### src/rtl/axicb_mst_switch_gen.sv
// axicb_mst_switch_gen: N-master to 1-slave AXI switch with RR AW/AR arbitration, W grant FIFO and ID-mask B/R routing
module axicb_mst_switch_gen #(
  parameter int AXI_ID_W = 8,
  parameter int MST_NB = 4,
  parameter logic [MST_NB*AXI_ID_W-1:0] MST_ID_MASK = {8'h30, 8'h20, 8'h10, 8'h00},
  parameter int AWCH_W = 8,
  parameter int WCH_W = 8,
  parameter int BCH_W = 8,
  parameter int ARCH_W = 8,
  parameter int RCH_W = 8,
  parameter int WGNT_DEPTH = 8,
  parameter int MAX_OSTDG = 4,
  localparam int OW = $clog2(MAX_OSTDG + 1)
) (
  input  logic                       aclk,
  input  logic                       areset,
  input  logic [MST_NB-1:0]          i_awvalid,
  output logic [MST_NB-1:0]          i_awready,
  input  logic [MST_NB*AWCH_W-1:0]   i_awch,
  input  logic [MST_NB-1:0]          i_wvalid,
  output logic [MST_NB-1:0]          i_wready,
  input  logic [MST_NB-1:0]          i_wlast,
  input  logic [MST_NB*WCH_W-1:0]    i_wch,
  output logic [MST_NB-1:0]          i_bvalid,
  input  logic [MST_NB-1:0]          i_bready,
  output logic [BCH_W-1:0]           i_bch,
  input  logic [MST_NB-1:0]          i_arvalid,
  output logic [MST_NB-1:0]          i_arready,
  input  logic [MST_NB*ARCH_W-1:0]   i_arch,
  output logic [MST_NB-1:0]          i_rvalid,
  input  logic [MST_NB-1:0]          i_rready,
  output logic [MST_NB-1:0]          i_rlast,
  output logic [RCH_W-1:0]           i_rch,
  output logic                       o_awvalid,
  input  logic                       o_awready,
  output logic [AWCH_W-1:0]          o_awch,
  output logic                       o_wvalid,
  input  logic                       o_wready,
  output logic                       o_wlast,
  output logic [WCH_W-1:0]           o_wch,
  input  logic                       o_bvalid,
  output logic                       o_bready,
  input  logic [BCH_W-1:0]           o_bch,
  output logic                       o_arvalid,
  input  logic                       o_arready,
  output logic [ARCH_W-1:0]          o_arch,
  input  logic                       o_rvalid,
  output logic                       o_rready,
  input  logic                       o_rlast,
  input  logic [RCH_W-1:0]           o_rch,
  output logic [OW-1:0]              wr_ostdg,
  output logic [OW-1:0]              rd_ostdg,
  output logic                       err_unrouted
);
  localparam int IW = $clog2(MST_NB);
  localparam int DW = $clog2(WGNT_DEPTH);

  // Returns {hit, index} of the first requester at or after p, wrapping.
  function automatic logic [IW:0] rr_pick(input logic [MST_NB-1:0] req, input logic [IW-1:0] p);
    logic [2*MST_NB-1:0] dbl;
    logic [IW:0] s;
    rr_pick = '0;
    dbl = {req, req} >> p;
    for (int k = MST_NB - 1; k >= 0; k--) begin
      s = {1'b0, p} + (IW+1)'(k);
      s = (s >= (IW+1)'(MST_NB)) ? s - (IW+1)'(MST_NB) : s;
      if (dbl[k]) rr_pick = {1'b1, s[IW-1:0]};
    end
  endfunction

  // Lowest-index master whose mask bits are all set in the ID wins.
  function automatic logic [IW:0] route(input logic [AXI_ID_W-1:0] id);
    logic [AXI_ID_W-1:0] m;
    route = '0;
    for (int i = MST_NB - 1; i >= 0; i--) begin
      m = MST_ID_MASK[i*AXI_ID_W +: AXI_ID_W];
      if ((id & m) == m) route = {1'b1, IW'(i)};
    end
  endfunction

  function automatic logic [IW-1:0] inc_ptr(input logic [IW-1:0] p);
    return (p == IW'(MST_NB - 1)) ? '0 : p + IW'(1);
  endfunction

  logic en;
  logic [IW-1:0] aw_ptr_q, aw_ptr_d, ar_ptr_q, ar_ptr_d;
  logic [IW-1:0] aw_lidx_q, aw_lidx_d, ar_lidx_q, ar_lidx_d;
  logic aw_lock_q, aw_lock_d, ar_lock_q, ar_lock_d;
  logic [DW-1:0] wp_q, wp_d, rp_q, rp_d;
  logic [DW:0] cnt_q, cnt_d;
  logic [IW-1:0] mem_q [WGNT_DEPTH];
  logic [OW-1:0] wr_ostdg_q, wr_ostdg_d, rd_ostdg_q, rd_ostdg_d;
  logic err_q, err_d;
  logic [IW:0] aw_pick, ar_pick, b_tgt, r_tgt;
  logic [IW-1:0] hd;
  logic aw_ok, ar_ok, ne, aw_hs, ar_hs, w_pop, b_hs, r_hs;

  always_comb begin
    en = ~areset;
    aw_pick = aw_lock_q ? {1'b1, aw_lidx_q} : rr_pick(i_awvalid, aw_ptr_q);
    ar_pick = ar_lock_q ? {1'b1, ar_lidx_q} : rr_pick(i_arvalid, ar_ptr_q);
    aw_ok = (cnt_q != (DW+1)'(WGNT_DEPTH)) && (wr_ostdg_q < OW'(MAX_OSTDG));
    ar_ok = rd_ostdg_q < OW'(MAX_OSTDG);
    o_awvalid = en & aw_pick[IW] & i_awvalid[aw_pick[IW-1:0]] & aw_ok;
    i_awready = (en & aw_pick[IW] & o_awready & aw_ok) ? MST_NB'(1) << aw_pick[IW-1:0] : '0;
    o_awch = aw_pick[IW] ? i_awch[aw_pick[IW-1:0]*AWCH_W +: AWCH_W] : '0;
    o_arvalid = en & ar_pick[IW] & i_arvalid[ar_pick[IW-1:0]] & ar_ok;
    i_arready = (en & ar_pick[IW] & o_arready & ar_ok) ? MST_NB'(1) << ar_pick[IW-1:0] : '0;
    o_arch = ar_pick[IW] ? i_arch[ar_pick[IW-1:0]*ARCH_W +: ARCH_W] : '0;
    aw_hs = o_awvalid & o_awready;
    ar_hs = o_arvalid & o_arready;
    ne = cnt_q != '0;
    hd = mem_q[rp_q];
    o_wvalid = en & ne & i_wvalid[hd];
    o_wlast = ne & i_wlast[hd];
    o_wch = ne ? i_wch[hd*WCH_W +: WCH_W] : '0;
    i_wready = (en & ne & o_wready) ? MST_NB'(1) << hd : '0;
    w_pop = o_wvalid & o_wready & o_wlast;
    b_tgt = route(o_bch[AXI_ID_W-1:0]);
    r_tgt = route(o_rch[AXI_ID_W-1:0]);
    i_bvalid = (en & b_tgt[IW] & o_bvalid) ? MST_NB'(1) << b_tgt[IW-1:0] : '0;
    o_bready = en & (b_tgt[IW] ? i_bready[b_tgt[IW-1:0]] : 1'b1);
    i_bch = o_bch;
    i_rvalid = (en & r_tgt[IW] & o_rvalid) ? MST_NB'(1) << r_tgt[IW-1:0] : '0;
    i_rlast = (r_tgt[IW] & o_rlast) ? MST_NB'(1) << r_tgt[IW-1:0] : '0;
    o_rready = en & (r_tgt[IW] ? i_rready[r_tgt[IW-1:0]] : 1'b1);
    i_rch = o_rch;
    b_hs = o_bvalid & o_bready;
    r_hs = o_rvalid & o_rready & o_rlast;
  end

  always_comb begin
    aw_ptr_d = aw_hs ? inc_ptr(aw_pick[IW-1:0]) : aw_ptr_q;
    ar_ptr_d = ar_hs ? inc_ptr(ar_pick[IW-1:0]) : ar_ptr_q;
    aw_lock_d = o_awvalid & ~o_awready;
    ar_lock_d = o_arvalid & ~o_arready;
    aw_lidx_d = aw_pick[IW-1:0];
    ar_lidx_d = ar_pick[IW-1:0];
    wp_d = aw_hs ? wp_q + DW'(1) : wp_q;
    rp_d = w_pop ? rp_q + DW'(1) : rp_q;
    cnt_d = (aw_hs & ~w_pop) ? cnt_q + (DW+1)'(1) : (w_pop & ~aw_hs) ? cnt_q - (DW+1)'(1) : cnt_q;
    wr_ostdg_d = (aw_hs & ~b_hs) ? wr_ostdg_q + OW'(1) :
                 (b_hs & ~aw_hs & wr_ostdg_q != '0) ? wr_ostdg_q - OW'(1) : wr_ostdg_q;
    rd_ostdg_d = (ar_hs & ~r_hs) ? rd_ostdg_q + OW'(1) :
                 (r_hs & ~ar_hs & rd_ostdg_q != '0) ? rd_ostdg_q - OW'(1) : rd_ostdg_q;
    err_d = err_q | (o_bvalid & ~b_tgt[IW]) | (o_rvalid & ~r_tgt[IW]);
  end

  always_ff @(posedge aclk or posedge areset) begin
    if (areset) begin
      aw_ptr_q <= '0;
      ar_ptr_q <= '0;
      aw_lock_q <= 1'b0;
      ar_lock_q <= 1'b0;
      aw_lidx_q <= '0;
      ar_lidx_q <= '0;
      wp_q <= '0;
      rp_q <= '0;
      cnt_q <= '0;
      wr_ostdg_q <= '0;
      rd_ostdg_q <= '0;
      err_q <= 1'b0;
    end else begin
      aw_ptr_q <= aw_ptr_d;
      ar_ptr_q <= ar_ptr_d;
      aw_lock_q <= aw_lock_d;
      ar_lock_q <= ar_lock_d;
      aw_lidx_q <= aw_lidx_d;
      ar_lidx_q <= ar_lidx_d;
      wp_q <= wp_d;
      rp_q <= rp_d;
      cnt_q <= cnt_d;
      wr_ostdg_q <= wr_ostdg_d;
      rd_ostdg_q <= rd_ostdg_d;
      err_q <= err_d;
    end
  end

  always_ff @(posedge aclk) begin
    if (aw_hs) mem_q[wp_q] <= aw_pick[IW-1:0];
  end

  assign wr_ostdg = wr_ostdg_q;
  assign rd_ostdg = rd_ostdg_q;
  assign err_unrouted = err_q;
endmodule

### config.mk
export PLATFORM = sky130hd
export DESIGN_NAME = axicb_mst_switch_gen
export DESIGN_NICKNAME = d
export VERILOG_FILES = /design/src/rtl/axicb_mst_switch_gen.sv
export SDC_FILE = /design/constraint.sdc
export NUM_CORES = 1
export LEC_CHECK = 0
export CORE_AREA = 5 5 86 88
export DETAILED_ROUTE_END_ITERATION = 10
export DIE_AREA = 0 0 91 93
export DONT_BUFFER_PORTS = 1
export GPL_TIMING_DRIVEN = 0
export PLACE_DENSITY_LB_ADDON = 0.05
export SETUP_SLACK_MARGIN = 0.3
export SLEW_MARGIN = 5
export SYNTH_ARGS = -nofsm -noshare
export SYNTH_HDL_FRONTEND = slang
export SYNTH_SLANG_ARGS = --single-unit
export TNS_END_PERCENT = 1
### constraint.sdc
create_clock -name aclk -period 2.79 [get_ports aclk]
set_input_delay 0.279 -clock aclk [delete_from_list [all_inputs] [get_ports aclk]]
set_output_delay 0.279 -clock aclk [all_outputs]
set_load 0.02 [all_outputs]
======== Yosys cells after proc, flatten, opt, wreduce, memory -nomap -nowiden ========
Memories as Yosys holds them, arrays and structs flattened.
Index checks and enable logic that the tools add are counted.
W data, S select, Z words.
word-level totals
  memories kept ........................... 1
  memory bits (writable) .................. 16
  register bits ........................... 26
  output and inout bits ................... 77
  input bits .............................. 144
cells by class
  reduce and logical (&&, ||, !) cells .... 7
  $lt $le $gt $ge ......................... 13
  add/subtract/negate cells ............... 24
  muxes and demuxes ....................... 45
  equal/unequal tests ..................... 3
  shift-type cells ........................ 8
  bitwise gates (word level) .............. 43
memory list
  name   words  bits a word  rd ports  clocked after memory_dff  write ports  RTL line  source
  mem_q  8      2            1         0                         1            91        logic [IW-1:0] mem_q [WGNT_DEPTH];
operator list
  kind                   count
  $shiftx A32 B6 Y8      3
  $mux W3                14
  $and A1 B1 Y1          35
  $mux W8                3
  $mux W2                10
  $mux W4                5
  $ge A3 B3 Y1 const B   6
  $shr A8 B2 Y4          2
  $sub A2 B1 Y2 const B  8
  $add A2 B2 Y3 const B  4
  $add A3 B1 Y3 const B  4
  $shl A1 B2 Y4 const A  3
  $lt A2 B3 Y1 const B   3
  $mux W1                9
  $bmux W1 S2            4
  $not A1 Y1             8
  $add A2 B1 Y3 const B  2
  $ge A2 B3 Y1 const B   2
  $lt A3 B3 Y1 const B   2
  $reduce_bool A2 Y1     3
  $reduce_bool A3 Y1     2
  $sub A3 B1 Y3 const B  2
  $add A2 B1 Y2 const B  2
  $add A4 B1 Y4 const B  1
  5 further kinds        6

======== Logic depth before layout (Yosys ltp) ========
Gate-level depths: netlist of run 1.
  depth after elaboration ................. 18
  gate-level depth with buffers ........... 15
  mapped depth without buffers ............ 15

======== Least setup slack after synthesis of run 1 ========
OpenSTA, ideal clock, no wires.
  path kind ............................... reg2reg
  from .................................... register rp_q[0]
  to ...................................... register cnt_q[3]
  data required time ...................... 2.665 ns
  arrival time ............................ 2.893 ns
  path slack .............................. -0.228 ns
  cell stages (with the launch flop) ...... 15
  path through ............................ dfrtp_1 > buf_4 > mux4_2 > mux2i_4 > mux2i_1 > o22ai_2 > nand3b_2 > ha_1 > inv_1 > ha_1 > a21o_1 > a21oi_1 > xnor2_1 > nor2_1 > xor2_1
between the ends
  word-level cells in the longest chain between the ends .. 9
  elaborated cells on any way between the ends .. 14
  classes of those cells .................. mux: 5; bitwise: 7; reduce/logical: 1; memory: 1
ends and longest elaborated chain
  what                                           RTL line  source
  start, declared                                89        logic [DW-1:0] wp_q, wp_d, rp_q, rp_d;
  start signal, assigned                         171       rp_q <= rp_d;
  $mem_v2 Z8 W2 (*)                              -
  $bmux W1 S2                                    114       o_wvalid = en & ne & i_wvalid[hd];
  $mux W1 (not written as such)                  114
  $and A1 B1 Y1                                  114
  $and A1 B1 Y1                                  118       w_pop = o_wvalid & o_wready & o_wlast;
  $and A1 B1 Y1 (*)                              118
  $not A1 Y1                                     141       cnt_d = (aw_hs & ~w_pop) ? cnt_q + (DW+1)'(1) : (w_pop & ~aw_hs) ? cnt_q - (DW+1)'(1) : cnt_q;
  $and A1 B1 Y1                                  141
  $mux W4 or $reduce_bool A2 Y1 (tied branches)  -
  end signal, assigned                           172       cnt_q <= cnt_d;
  end, declared                                  90        logic [DW:0] cnt_q, cnt_d;
Every way passes the cells marked *; elsewhere a longest branch is shown, timed or not. The select of a mux whose other input is x is not followed.
A chain may end at the register's enable or synchronous reset.

======== Worst setup path in the final report of run 1 ========
  from .................................... register aw_lock_q
  to ...................................... register cnt_q[3]
between the ends
  word-level cells in the longest chain between the ends .. 9
  elaborated cells on any way between the ends .. 12
  classes of those cells .................. mux: 4; bitwise: 7; reduce/logical: 1
ends and longest elaborated chain
  what                            RTL line  source
  start, declared                 88        logic aw_lock_q, aw_lock_d, ar_lock_q, ar_lock_d;
  start signal, assigned          166       aw_lock_q <= aw_lock_d;
  $mux W3 (*)                     100       aw_pick = aw_lock_q ? {1'b1, aw_lidx_q} : rr_pick(i_awvalid, aw_ptr_q);
  $bmux W1 S2                     104       o_awvalid = en & aw_pick[IW] & i_awvalid[aw_pick[IW-1:0]] & aw_ok;
  $mux W1 (not written as such)   104
  $and A1 B1 Y1 (*) (2 in a row)  104
  $and A1 B1 Y1 (*)               110       aw_hs = o_awvalid & o_awready;
  via aw_hs                       96        logic aw_ok, ar_ok, ne, aw_hs, ar_hs, w_pop, b_hs, r_hs;
  $not A1 Y1                      141
  $and A1 B1 Y1                   141
  $reduce_bool A2 Y1 (no line)    -
The timed path passes the listed nets; every way through them passes the cells marked *. The select of a mux whose other input is x is not followed.

==> summary.md, run 1 <==
| Metric | Value |
|---|---|
| Outcome | `finished, violations left` |
| Failing checks | `negative setup slack` |
| Final Hold Vio Count | `0` |
| Top_reg_cell synth | `dfrtp_1` |
| Top-count cell post-synth | `buf_4` |
| WL/cell | `~21 um` |
| Yosys cell types | `65` |
| FF-to-FF Start | `aw_lock_q` |
| Setup slack, reg-to-reg | `-0.19 ns` |
| RSZ-0062 raised after global routing | `true` |
| ANT cells | `0` |
| Cell taking the most area after synthesis | `dfrtp_1` |
| Leakage | `approximately 1.8 nW` |
| Clock sinks | `42` |
| First-pass GRT wire length | `14.3 mm` |
| Max Clk Rate | `336 MHz` |
| HP Class | `in2reg` |
| Max clock buf depth | `2` |
| Leading cell types by total area after synthesis | `dfrtp_1 (18%), edfxtp_1 (13%), mux4_2 (12%)` |
| Initial DRC count | `between 70 and 80` |
| Synth top area share | `17.6%` |
| Final period utilization | `107%` |
| Synth Register Bits | `42` |
| Pre-CTS setup slack | `-0.483 ns` |
| Tmin final | `approximately 3 ns` |
| DP Area | `~3900 um^2` |
| Pwr/cell area | `around 1100 nW/um^2` |
| # DRC | `0` |
| Final nets | `approximately 530` |
| Fillers | `around 510` |
| Relative slew slack | `about a third` |
| CP Launch Type | `flip-flop` |
| Mapped Cells | `350` |
| Reg-to-reg endpoint | `cnt_q[3]` |
| Placed cells | `roughly 440` |
| Die span in x | `around 91 um` |
| Die H | `roughly 93 um` |
| Num CTS Buffers | `5` |
| Routed wl met3 | `approximately 770 um` |
| Top Layer Used | `met5` |
| FF-to-FF path depth | `13` |
| H-tree Lvls | `2` |
| Seq/Total Area, Yosys | `a little under a third` |
| Vias | `2761` |
| Total track usage | `20.8%` |
| Worst-Margin Slew | `around 1.0 ns` |
| Synth cell count leaders | `buf_4 (30), nor2_1 (27), dfrtp_1 (26), nor2b_1 (26), mux4_2 (20)` |
| Hold wc startpoint | `o_awready` |
| Synth warn | `0` |
| Final GP Congestion | `roughly 0.83` |
| Clk root buf | `clkbuf_8` |
| Ports | `221` |
| Total routed wirelength | `approximately 9.4 mm` |
| Crit-path max FO | `8` |
| WHS | `between 0.04 and 0.05 ns` |
| CTS tree | `yes` |
| Synth Cell Area | `3690 um^2` |
| DRT met1 WL | `about 3.3 mm` |
| Syn Area/Cell | `around 11 um^2` |
| Clk slew on worst S/H paths | `0.08 ns` |
| Fin worst setup slack | `-0.185 ns` |
| Non-filler cells, final | `455` |
| Post-Layout Inst Area | `about 4400 um^2` |
| Max Cap Viol | `0` |
| Req. time, crit path | `approximately 3.0 ns` |
| Antenna-violating nets left | `0` |
| Post-DP HPWL | `about 7.4 mm` |
| WP data arrival | `roughly 3.2 ns` |
| DIE AREA | `8460 um^2` |
| Final core occ | `66.3%` |
| Fraction of layout cells with a size suffix above 1 | `a little under two fifths` |
| Peak supply drop | `roughly 730 uV` |
| DR pass1 iterations | `4` |
| Syn-to-layout area delta | `18.0%` |
| CORE AREA | `approximately 6600 um^2` |
| Hold EP | `aw_lock_q` |
| Vias in the first global route | `about 2700` |
| Worst Clk Skew | `0.00819 ns` |
| GRT Residual Overflow | `0` |
| Final Slew Violations | `0` |
| Via density | `6.07` |
| Clk Latency, worst-skew pair | `0.30 ns` |
| Post-synth EDFFs | `16` |
| Critical path class | `reg2reg` |
| Initial Util | `a little under three fifths` |
| Total negative setup slack | `-1.12 ns` |
| Met2 routed WL | `5.27 mm` |
| Port buffer count | `0` |
| Total power | `4.65 mW` |
| Cell depth of the worst hold path | `1` |
| Endpoint class of the critical path | `flip-flop` |
| Initial antenna violation count | `1` |
| Row count | `30` |
| Final setup viols | `9` |
| Largest net degree at the start of global routing | `27` |
| Fraction of registers with async set/reset | `around 62%` |
## cell families after synthesis
| logic type | Yosys count | synth area share, % |
|---|---|---|
| and+or+nand+nor | 122 | 19.0 |
| buffers and inverters | 55 | 8.77 |
| AOI/OAI and AO/OA | 53 | 11.2 |
| muxes | 53 | 22.3 |
| DFF | 42 | 30.6 |
| adders and majority gates | 16 | 6.03 |
| xor gates and xnor gates | 8 | 1.90 |
| other | 1 | 0.102 |
## power by group
part | switching [mW] | total (mW) | internal (mW)
logic | 1.63 | 3.06 | 1.43
registers | 0.344 | 1.21 | 0.862
clock network | 0.216 | 0.388 | 0.171
## critical path: stages, from the launching register on
cell      delay, ns
dfrtp_1        0.47
or3_1          0.40
o2111a_1       0.27
o211a_2        0.31
nor2_4         0.25
inv_4          0.11
ha_4           0.19
inv_4          0.07
ha_4           0.19
a21o_1         0.15
a21oi_2        0.12
xnor2_1        0.12
nor2_1         0.07
xor2_1         0.13
## registers in the layout, indices dropped and copies added, names as in the netlist
| signal | cells |
|---|---|
| rd_ostdg | 3 |
| mem_q | 16 |
| aw_lidx_q | 2 |
| aw_lock_q | 1 |
| rp_q | 3 |
| cnt_q | 4 |
| wr_ostdg | 3 |
| ar_lock_q | 1 |
| wp_q | 3 |
| aw_ptr_q | 2 |
| ar_lidx_q | 2 |
| ar_ptr_q | 2 |
## layout make-up
cell class                 instances  area, um^2  share of cell area [%]
tap                               80         100                    2.30
timing repair buffer               8        63.8                    1.46
buffer                            40         314                    7.21
sequential                        42        1130                    26.0
clock inverter                     3        16.3                   0.373
multi-input combinational        262        2600                    59.6
inverter                          15        63.8                    1.46
clock buffer                       5        68.8                    1.58
## timing repair
action | in CTS | in global routing
resized for setup | 60 | 20
hold buffers | 0 | 0
endpoints found under the hold margin | 0 | 0
setup endpoints to repair | 68 | 56
pin swaps | 13 | 11
buffers inserted | 8 | 0
## worst max path at each step
stage	cells after the start	endpoint	startpoint	slack, ns
4_1_cts	14	cnt_q[3]	rp_q[0]	-0.21
5_1_grt	14	cnt_q[3]	rp_q[0]	-0.37
2_1_floorplan	14	cnt_q[3]	rp_q[0]	-0.05
3_5_place_dp	14	cnt_q[3]	cnt_q[1]	-0.48
6_report	13	cnt_q[3]	aw_lock_q	-0.19
3_3_place_gp	14	cnt_q[3]	cnt_q[1]	-0.50
## layout by cell type (no fill, tap or decap), types with 6 or more instances in the layout
cell type	Yosys	layout
buf_4	30	38
conb_1	1	10
mux2_2	7	7
dfrtp_1	26	24
edfxtp_1	16	16
inv_1	12	11
mux2i_1	17	14
and2_1	8	8
xnor2_1	7	7
a211oi_2	1	6
mux4_2	20	20
nor2_1	27	26
nand2_1	13	13
nor2b_4	0	9
nor2b_1	26	14
mux2_1	7	6
ha_1	13	11
## metal layers
metal | up-vias | global-route usage [%]
met5 | - | 0
met4 | 2 | 5.13
met3 | 12 | 7.96
met2 | 109 | 37.6
met1 | 1325 | 22.9
li1 | 1313 | -
No activity file was read; power rests on OpenSTA's default activity.
==> run 2, diff against run 1 <==
CTS_CLUSTER_SIZE = 12   (was default)
==> results of run 2 <==
No change in the layout: final DEF, timing and power equal those of run 1.
==> run 3, diff against run 2 <==
RECOVER_POWER = 100   (was default)
SLEW_MARGIN = default   (was 5)
==> summary.md, run 3 (synthesis results as in run 1) <==
| Metric | Value |
|---|---|
| Clk Latency, worst-skew pair | `0.30 ns (about the same)` |
| Worst Clk Skew | `0.00805 ns (-0.000142 ns)` |
| CP Launch Type | `flip-flop` |
| # DRC | `0 (unchanged)` |
| Total routed wirelength | `9.46 mm (+0.16%)` |
| Total negative setup slack | `-1.61 ns (-0.496 ns)` |
| Max Clk Rate | `337 MHz (+0.15%)` |
| First-pass GRT wire length | `14.3 mm (unchanged)` |
| Outcome | `finished, violations left` |
| Relative slew slack | `32.3% (+0.65 points)` |
| Biggest regs | `mem_q: 16 flops, cnt_q: 4 flops` |
| Final Hold Vio Count | `0 (unchanged)` |
| Largest net degree at the start of global routing | `27 (unchanged)` |
| Multi-input logic area | `2590 um^2 (-0.34%)` |
| Die H | `93 um (unchanged)` |
| DIE AREA | `8460 um^2 (unchanged)` |
| Initial Util | `56.2% (unchanged)` |
| Leakage | `1.73 nW (-4.1%)` |
| Initial DRC count | `79 (+2.6%)` |
| Setup slack, reg-to-reg | `-0.18 ns (about the same)` |
| Tmin final | `2.97 ns (-0.00433 ns)` |
| Most frequent cells in the layout | `nor2_1 (26), dfrtp_1 (24), clkbuf_1 (22)` |
| Crit-path leading delay family | `multiplexers` |
| Final GP Congestion | `0.833 (unchanged)` |
| Final Slew Violations | `0 (unchanged)` |
| Post-DP HPWL | `7.37 mm (unchanged)` |
| Final period utilization | `106% (-0.16 points)` |
| GRT Residual Overflow | `0 (unchanged)` |
| Req. time, crit path | `2.98 ns (about the same)` |
| WL/cell | `20.8 um (+0.16%)` |
| Sequential share of power | `26.0% (about the same)` |
| Slowest Stage Delay on Critical Path | `0.53 ns (+0.06 ns)` |
| Syn-to-layout area delta | `15.8%` |
| Fillers | `532 (+4.5%)` |
| H-tree Lvls | `2 (unchanged)` |
| RSZ-0062 raised after global routing | `true` |
| Clk slew on worst S/H paths | `0.08 ns (about the same)` |
| Placed cells | `439 (unchanged)` |
| Non-filler cells, final | `455 (unchanged)` |
| Crit-path max FO | `5 (-3)` |
| CP max stage cell | `mux4_2` |
| Max clock buf depth | `2 (unchanged)` |
| CTS tree | `yes` |
| Top Layer Used | `met5` |
| Comb pwr share | `65.6% (about the same)` |
| Row count | `30 (unchanged)` |
| Peak supply drop | `731 uV (-0.46%)` |
| Critical path class | `reg2reg` |
| Crit path cell chain | `buf_6, mux4_2, mux2i_4, mux2i_2, o22ai_2, nand3b_4, ha_4, inv_4, ha_4, a21o_1, a21oi_2, xnor2_1, nor2_1, xor2_1` |
| Endpoint class of the critical path | `flip-flop` |
| FF/Latch Area | `1130 um^2 (unchanged)` |
| ANT cells | `0 (unchanged)` |
| Clk root buf | `clkbuf_8` |
| Pwr/cell area | `1080 nW/um^2 (+1.3%)` |
| Top cell by count, worst path | `ha_4` |
| Commonest non-fill, non-tap cell in the layout | `nor2_1` |
| Vias in the first global route | `2714 (unchanged)` |
| Die span in x | `91 um (unchanged)` |
| Final setup viols | `21 (+12)` |
| Fraction of layout cells with a size suffix above 1 | `32.0% (-6.1 points)` |
| Failing checks | `negative setup slack` |
| Antenna-violating nets left | `0 (unchanged)` |
| Met2 routed WL | `5.26 mm (about the same)` |
| Max Cap Viol | `0 (unchanged)` |
| Fin worst setup slack | `-0.181 ns (+0.00433 ns)` |
| Initial antenna violation count | `1 (unchanged)` |
| Routed wl met3 | `786 um (+2.3%)` |
| Clock sinks | `42 (unchanged)` |
| Final nets | `534 (unchanged)` |
| Worst-Margin Slew | `1.01 ns (-0.00967 ns)` |
| HP Class | `in2reg` |
| Internal power | `2.44 mW (-0.75%)` |
| Num CTS Buffers | `5 (unchanged)` |
| Max reg flops | `16 (unchanged)` |
| Top reg by flops | `mem_q` |
| DRT met1 WL | `3.28 mm (about the same)` |
| CP bufs+invs | `2 (unchanged)` |
| Ports | `221 (unchanged)` |
| CORE AREA | `6570 um^2 (unchanged)` |
| Clock share of power | `8.4% (about the same)` |
| DR pass1 iterations | `4 (unchanged)` |
| Total track usage | `20.8% (unchanged)` |
| Sw frac | `47.2% (+0.10 points)` |
| Vias | `2775 (+0.51%)` |
| Total power | `4.62 mW (-0.56%)` |
| WP data arrival | `3.16 ns (about the same)` |
| Via density | `6.10 (+0.51%)` |
| P_sw | `2.18 mW (-0.34%)` |
| Port buffer count | `0 (unchanged)` |
run 3: stage by stage:
step | hold WS [ns] | instance area (um^2) | util [%] | setup slack, ns
floorplan | 0.351 | 3780 | - | -0.0498
global placement | 0.355 | 3880 | 59.1 | -0.499
detailed placement | 0.356 | 3880 | 59.1 | -0.483
CTS | 0.0383 | 4280 | 65.2 | -0.211
global route | 0.0380 | 4280 | 65.1 | -0.367
finish | 0.0424 | 4280 | 65.1 | -0.181
run 3: what timing repair did:
action                     CTS  global route
setup endpoints to repair   68            56
pin swaps                   13            11
buffers inserted             8             0
gates resized for setup     60            20
hold buffers                 0             0
run 3: worst paths after layout:
check,start,cells after the start,to
hold reg to reg,cnt_q[3],1,cnt_q[3]
setup / recovery,rp_q[0],14,cnt_q[3]
setup reg to reg,rp_q[0],14,cnt_q[3]
hold / removal,o_awready,1,aw_lock_q
max in group asynchronous,areset,2,ar_lock_q
min in group asynchronous,areset,2,ar_ptr_q[1]
run 3: power by group through the flow:
stage / Combinational, mW / Sequential [mW] / Clock (mW)
floorplan: 2.24 / 1.11 / 0
global placement: 2.56 / 1.18 / 0
detailed placement: 2.59 / 1.18 / 0
CTS: 2.97 / 1.19 / 0.395
global route: 3.28 / 1.24 / 0.417
finish: 3.03 / 1.20 / 0.388
run 3: final cells by class:
class | instances | area share [%]
plain buffers | 40 | 5.74
repair buffers | 8 | 1.40
flip-flops and latches | 42 | 26.5
clock inverters | 3 | 0.380
inverters | 15 | 1.49
clock buffers | 5 | 1.61
multi-input cells | 262 | 60.5
well taps | 80 | 2.34
run 3: metal layers:
metal / up-vias / GRT usage, %
met5: - / 0
met4: 2 / 5.13
met2: 111 / 37.6
li1: 1315 / -
met1: 1335 / 22.9
met3: 12 / 7.96
run 3: worst reg2reg max path: cells and delay by family (launching register included):
family	cells	cell delay, ns
simple gates	2	0.17
buf+inv	2	0.19
compound gates	3	0.40
mux	3	1.12
flops	1	0.37
fa+ha+maj	2	0.35
xor+xnor	2	0.25
